<file path="src/rtl/instr_loader.sv">
// instr_loader: writes instruction memory from a length-prefixed,
// little-endian host byte stream and holds the CPU in reset while loading.
//
// Stream: LEN_LO, LEN_HI (16-bit word count N), then 4*N data bytes, each
// word least-significant byte first. When INSTR_LOADER_CHECKSUM_EN is
// defined, one trailing byte carries the XOR of all data bytes.
//
// Parameters:
//   WIDTH      data/address width
//   BASE_ADDR  byte address of word 0 (the PC reset vector)
//   MAX_WORDS  memory capacity in words; words beyond it are consumed, not written
//
// Ports:
//   clk, rst_n            clock, asynchronous active-low reset
//   start                 begin a load (honoured only in IDLE or DONE)
//   byte_in, byte_valid   stream byte and its valid
//   byte_ready            loader accepts a byte this cycle
//   WE, WA, WD            instruction memory write pulse, byte address, data
//   busy                  load in progress (CPU reset hold)
//   done                  last load completed
//   err                   checksum mismatch (always 0 without the checksum build)
//
// Optional feature macro: INSTR_LOADER_CHECKSUM_EN

module instr_loader #(
    parameter int unsigned      WIDTH     = 32,
    parameter logic [WIDTH-1:0] BASE_ADDR = WIDTH'(32'hBFC00000),
    parameter int unsigned      MAX_WORDS = 1024
) (
    input  logic             clk,
    input  logic             rst_n,
    input  logic             start,
    input  logic [7:0]       byte_in,
    input  logic             byte_valid,
    output logic             byte_ready,
    output logic             WE,
    output logic [WIDTH-1:0] WA,
    output logic [WIDTH-1:0] WD,
    output logic             busy,
    output logic             done,
    output logic             err
);

    localparam logic [2:0] ST_IDLE   = 3'd0;
    localparam logic [2:0] ST_LEN_LO = 3'd1;
    localparam logic [2:0] ST_LEN_HI = 3'd2;
    localparam logic [2:0] ST_DATA   = 3'd3;
    localparam logic [2:0] ST_WRITE  = 3'd4;
    localparam logic [2:0] ST_CHECK  = 3'd5;
    localparam logic [2:0] ST_DONE   = 3'd6;

`ifdef INSTR_LOADER_CHECKSUM_EN
    localparam bit CSUM_EN = 1'b1;
`else
    localparam bit CSUM_EN = 1'b0;
`endif

    // State entered once all words are written (or immediately when N=0)
    localparam logic [2:0] ST_END = CSUM_EN ? ST_CHECK : ST_DONE;

    logic [2:0]  state_q, state_d;
    logic [7:0]  len_lo_q;
    logic [15:0] rem_q;      // words still to be written, including the current one
    logic [15:0] widx_q;     // index of the word being assembled
    logic [1:0]  bcnt_q;     // data bytes already received for the current word
    logic [23:0] shift_q;    // first three bytes of the current word
    logic        ready_d, busy_d, we_d;
    logic        xfer, accept_start, in_range, last_byte;

    assign xfer         = byte_valid && byte_ready;
    assign accept_start = start && ((state_q == ST_IDLE) || (state_q == ST_DONE));
    assign in_range     = {16'd0, widx_q} < 32'(MAX_WORDS);
    assign last_byte    = xfer && (state_q == ST_DATA) && (bcnt_q == 2'd3);

    // Next state and next values of the registered handshake/status outputs
    always_comb begin
        state_d = state_q;
        case (state_q)
            ST_IDLE, ST_DONE: if (start) state_d = ST_LEN_LO;
            ST_LEN_LO:        if (xfer)  state_d = ST_LEN_HI;
            ST_LEN_HI: begin
                if (xfer) state_d = ({byte_in, len_lo_q} == 16'd0) ? ST_END : ST_DATA;
            end
            ST_DATA:          if (last_byte) state_d = ST_WRITE;
            ST_WRITE:         state_d = (rem_q == 16'd1) ? ST_END : ST_DATA;
            ST_CHECK:         if (xfer)  state_d = ST_DONE;
            default:          state_d = ST_IDLE;
        endcase

        ready_d = (state_d == ST_LEN_LO) || (state_d == ST_LEN_HI) ||
                  (state_d == ST_DATA)   || (state_d == ST_CHECK);
        busy_d  = (state_d != ST_IDLE) && (state_d != ST_DONE);
        we_d    = (state_d == ST_WRITE) && in_range;
    end

    // State, registered outputs and word assembly
    always_ff @(posedge clk or negedge rst_n) begin
        if (!rst_n) begin
            state_q    <= ST_IDLE;
            byte_ready <= 1'b0;
            busy       <= 1'b0;
            WE         <= 1'b0;
            done       <= 1'b0;
            WA         <= BASE_ADDR;
            WD         <= '0;
            len_lo_q   <= '0;
            rem_q      <= '0;
            widx_q     <= '0;
            bcnt_q     <= '0;
            shift_q    <= '0;
        end else begin
            state_q    <= state_d;
            byte_ready <= ready_d;
            busy       <= busy_d;
            WE         <= we_d;
            done       <= (state_d == ST_DONE);

            if (accept_start) begin
                widx_q <= '0;
                bcnt_q <= '0;
            end
            if (xfer && (state_q == ST_LEN_LO)) len_lo_q <= byte_in;
            if (xfer && (state_q == ST_LEN_HI)) rem_q    <= {byte_in, len_lo_q};

            if (xfer && (state_q == ST_DATA)) begin
                bcnt_q  <= bcnt_q + 2'd1;
                shift_q <= {byte_in, shift_q[23:8]};
            end
            // Address/data only move for words that are actually written
            if (last_byte && in_range) begin
                WA <= BASE_ADDR + (WIDTH'(widx_q) << 2);
                WD <= WIDTH'({byte_in, shift_q});
            end

            if (state_q == ST_WRITE) begin
                rem_q  <= rem_q - 16'd1;
                widx_q <= widx_q + 16'd1;
            end
        end
    end

`ifdef INSTR_LOADER_CHECKSUM_EN
    logic [7:0] csum_q;

    // Running XOR of data bytes; compared against the trailing checksum byte
    always_ff @(posedge clk or negedge rst_n) begin
        if (!rst_n) begin
            csum_q <= '0;
            err    <= 1'b0;
        end else if (accept_start) begin
            csum_q <= '0;
            err    <= 1'b0;
        end else begin
            if (xfer && (state_q == ST_DATA))  csum_q <= csum_q ^ byte_in;
            if (xfer && (state_q == ST_CHECK)) err    <= (byte_in != csum_q);
        end
    end
`else
    assign err = 1'b0;
`endif

endmodule
</file>
<file path="config.mk">
export PLATFORM = sky130hd
export DESIGN_NAME = instr_loader
export DESIGN_NICKNAME = d
export VERILOG_FILES = /design/src/rtl/instr_loader.sv
export SDC_FILE = /design/constraint.sdc
export NUM_CORES = 1
export LEC_CHECK = 0
export BUFFER_PORTS_ARGS = -buffer_cell sky130_fd_sc_hd__buf_4
export CAP_MARGIN = 30
export CORE_UTILIZATION = 40
export CTS_BUF_LIST = sky130_fd_sc_hd__clkbuf_4 sky130_fd_sc_hd__clkbuf_8
export CTS_CLUSTER_SIZE = 28
export DETAILED_ROUTE_END_ITERATION = 6
export HOLD_SLACK_MARGIN = 0.08
export PLACE_DENSITY = 0.62
export SETUP_SLACK_MARGIN = 0.3
export SYNTH_ARGS = -nofsm -noshare
export SYNTH_HDL_FRONTEND = slang
export SYNTH_SLANG_ARGS = --single-unit
</file>
<file path="constraint.sdc">
create_clock -name clk -period 3.1 [get_ports clk]
set_clock_uncertainty 0.05 [all_clocks]
set_input_delay 0.465 -clock clk [delete_from_list [all_inputs] [get_ports clk]]
set_output_delay 0.465 -clock clk [all_outputs]
set_load 0.03 [all_outputs]
</file>
==> results.json <==
{
  "outcome": "complete, no violations",
  "yosys_most_used_dff": "dfrtp_1",
  "hold_depth": 2,
  "p_per_area_mw_per_mm2": 995,
  "rsz0062_at_grt": "no",
  "cts_buffer_depth": 2,
  "die_h_um": 118,
  "min_to": "rem_q[9]",
  "yosys_warnings": 0,
  "ys_seq_area_share_pct": 56.6,
  "drc": 0,
  "rows": 41,
  "synth.distinct_cells": 53,
  "critPathMaxFanout": 18,
  "dr.pass1.iters": 4,
  "overflow": 0,
  "routedWlPerCell_um": 16.3,
  "worst_slew_pin_slew_ns": 0.593,
  "critPathTopFamily": "simple AND/OR/NAND/NOR gates",
  "multi_input_area_mm2": 0.00210,
  "gr-usage-met2_pct": 28.1,
  "endpoint_kind": "flop",
  "total_power_w": 0.00635,
  "synth_area_leader_cell": "dfrtp_1",
  "hpwl_mm": 7.61,
  "synth_cells": 442,
  "drive_gt1_share_pct": 35.5,
  "rr_endpoint": "rem_q[9]",
  "finalWirelength_mm": 11.2,
  "period_share_pct": 75.1,
  "grt_util_all_layers_pct": 17.7,
  "async_reset_ff_share_pct": 100,
  "post-route-util_pct": 49.8,
  "numPortBuffers": 63,
  "drtIter0Drc": 179,
  "path_clk_slew_ns": 0.08,
  "setup_viol": 0,
  "die_w_um": 118,
  "hp-start": "byte_in[1]",
  "rr_startpoint": "state_q[2]",
  "grt_pass1_wl_mm": 19.2,
  "num_antenna_cells": 0,
  "fmax_ghz": 0.430,
  "cp.depth": 6,
  "crit_path_start_kind": "flop",
  "crit_type": "reg -> reg",
  "seq_area_mm2": 0.00303,
  "h-tree-depth": 4,
  "irDropWorstVdd_v": 0.000550,
  "grt_busiest_layer": "met2",
  "max_stage_delay_ns": 0.55,
  "slew_headroom_pct": 60.2,
  "area_growth_pct": 19.4,
  "core_area_mm2": 0.0128,
  "vias": 3669,
  "hold_viol": 0,
  "arrival_ns": 2.60,
  "critical_path_required_ns": 3.37,
  "period_minus_slack_ns": 2.33,
  "reg2reg_slack_ns": 0.77,
  "min_path_type": "in -> reg",
  "fill_cells": 1169,
  "numCtsBuffers": 17,
  "syn_area_per_cell_um2": 12.1,
  "cts.sinks": 121,
  "die_area_mm2": 0.0138,
  "finalSetupTns_ns": 0,
  "finalMaxSlewViolations": 0,
  "p_leak_nw": 2.99,
  "synth_edf_count": 0,
  "grt_util_met3_pct": 4.65,
  "tritoncts": "yes",
  "clkLatencyLatePin_ns": 0.43,
  "slowest_stage": "dfrtp_1",
  "rr_worst_depth": 6,
  "globalplace.congestion": 0.902,
  "crit_buf_inv": 1,
  "final_antenna_net_count": 0,
  "max-cap-violations": 0,
  "crit_chain": "or3b_1 -> buf_4 -> or4_4 -> o31ai_4 -> a21boi_1 -> a211o_1",
  "syn_area_mm2": 0.00535,
  "yosysTopAreaCellShare_pct": 56.6,
  "nets": 523,
  "ios": 81,
  "grt_pass1_vias": 3703,
  "start_util_pct": 41.7,
  "root_buffer": "clkbuf_8",
  "grt_max_degree": 78,
  "ys_top_cells_by_area": "dfrtp_1 57%, mux2_2 16%, buf_4 2.7%, nand2_1 2.0%, nor2_1 1.6%",
  "grt_antenna_before_repair": 0,
  "ys_seq_elements": 121,
  "grt_use_met1_pct": 22.8,
  "viasPerCell": 5.31
}
==> layer usage <==
metal / vias to the layer above / part of all wire [%]
met4: 0 / 1.6
met5: - / 0
met3: 14 / 4.9
met1: 1845 / 44
met2: 106 / 50
li1: 1704 / -
==> worst reg2reg max path, cell delays in order (launching register included) <==
cell	delay, ns
dfrtp_1	0.55
or3b_1	0.38
buf_4	0.20
or4_4	0.50
o31ai_4	0.22
a21boi_1	0.09
a211o_1	0.24
==> stage by stage <==
stage	worst slack, ns	instance area [um^2]	std cells	hold slack (ns)
final	0.772	6380	691	0.259
after global routing	0.650	6380	691	0.240
after CTS	0.798	6380	691	0.238
after detailed placement	0.798	5930	659	0.368
after global placement	0.883	5930	659	0.364
after floorplan	0.902	5400	457	0.119
==> synth_stat cells, types with 2 or more instances <==
cell / number
a211oi_1: 2
a21boi_1: 2
a21oi_1: 14
a221oi_1: 3
a311oi_1: 4
a31o_2: 2
a31oi_1: 3
and2_1: 2
and3_1: 4
buf_1: 2
buf_2: 6
buf_4: 19
buf_6: 2
clkbuf_1: 11
conb_1: 2
dfrtp_1: 121
ha_1: 4
inv_1: 11
mux2_2: 74
mux2i_1: 6
nand2_1: 29
nand3_1: 16
nand4_1: 9
nor2_1: 23
nor2b_1: 7
nor3_1: 5
nor4_1: 7
nor4_2: 2
o211ai_1: 2
o21ai_0: 14
o311ai_0: 2
o31ai_1: 3
o41ai_1: 3
or3_1: 4
or4_1: 4
==> final cells by class <==
cell class / instances / area share (%)
sequential: 121 / 47.4
multi-input combinational: 285 / 32.9
timing repair buffer: 71 / 8.78
clock buffer: 23 / 4.66
tap: 172 / 3.37
clock inverter: 8 / 2.23
inverter: 11 / 0.647
==> report_power, final <==
| part | total (W) | switching [W] | leakage [nW] | internal [W] |
|---|---|---|---|---|
| clock network | 0.00156 | 0.000605 | 0.226 | 0.000959 |
| registers | 0.00274 | 0.000532 | 1.54 | 0.00221 |
| logic | 0.00205 | 0.00111 | 1.23 | 0.000938 |
==> cell usage in the layout, fill, tap and decap left out, types with 14 or more instances in the layout <==
cell type  count
dfrtp_1      121
mux2_2        74
buf_4         68
nand2_1       29
nor2_1        23
clkbuf_8      20
conb_1        17
nand3_1       16
a21oi_1       14
o21ai_0       14
==> logic make-up (layout without fill, tap and decap cells) <==
family                   count (synthesis)  after routing  share of synthesized area [%]
multiplexers                            80             80                           16.7
buffers and inverters                   51            113                           5.33
XOR/XNOR                                 1              1                          0.164
AND/OR/NAND/NOR                        120            120                           11.8
adder cells (fa/ha/maj)                  4              4                          0.936
AO/OA/AOI/OAI                           63             63                           8.31
other                                    2             17                          0.140
flip-flops                             121            121                           56.6
==> how the worst max path moves through the flow <==
stage,slack (ns),from,to
after floorplan,0.90,widx_q[10],WD[24]
after global placement,0.88,state_q[2],rem_q[9]
after detailed placement,0.80,state_q[2],rem_q[9]
after CTS,0.80,state_q[2],rem_q[9]
after global routing,0.65,rem_q[0],rem_q[12]
final,0.77,state_q[2],rem_q[9]
==> flip-flops by register name (all words and copies together) (netlist names), 2 cells and up <==
register,count
WA,16
WD,32
bcnt_q,2
len_lo_q,8
rem_q,16
shift_q,24
state_q,3
widx_q,16
==> repair_timing <==
| action | CTS | global route |
|---|---|---|
| gates resized for setup | 0 | 0 |
| setup buffers | 0 | 0 |
| hold endpoints to repair | 26 | 0 |
| hold buffers | 1 | 0 |
Note: power is estimated with default switching activity, not from simulation.
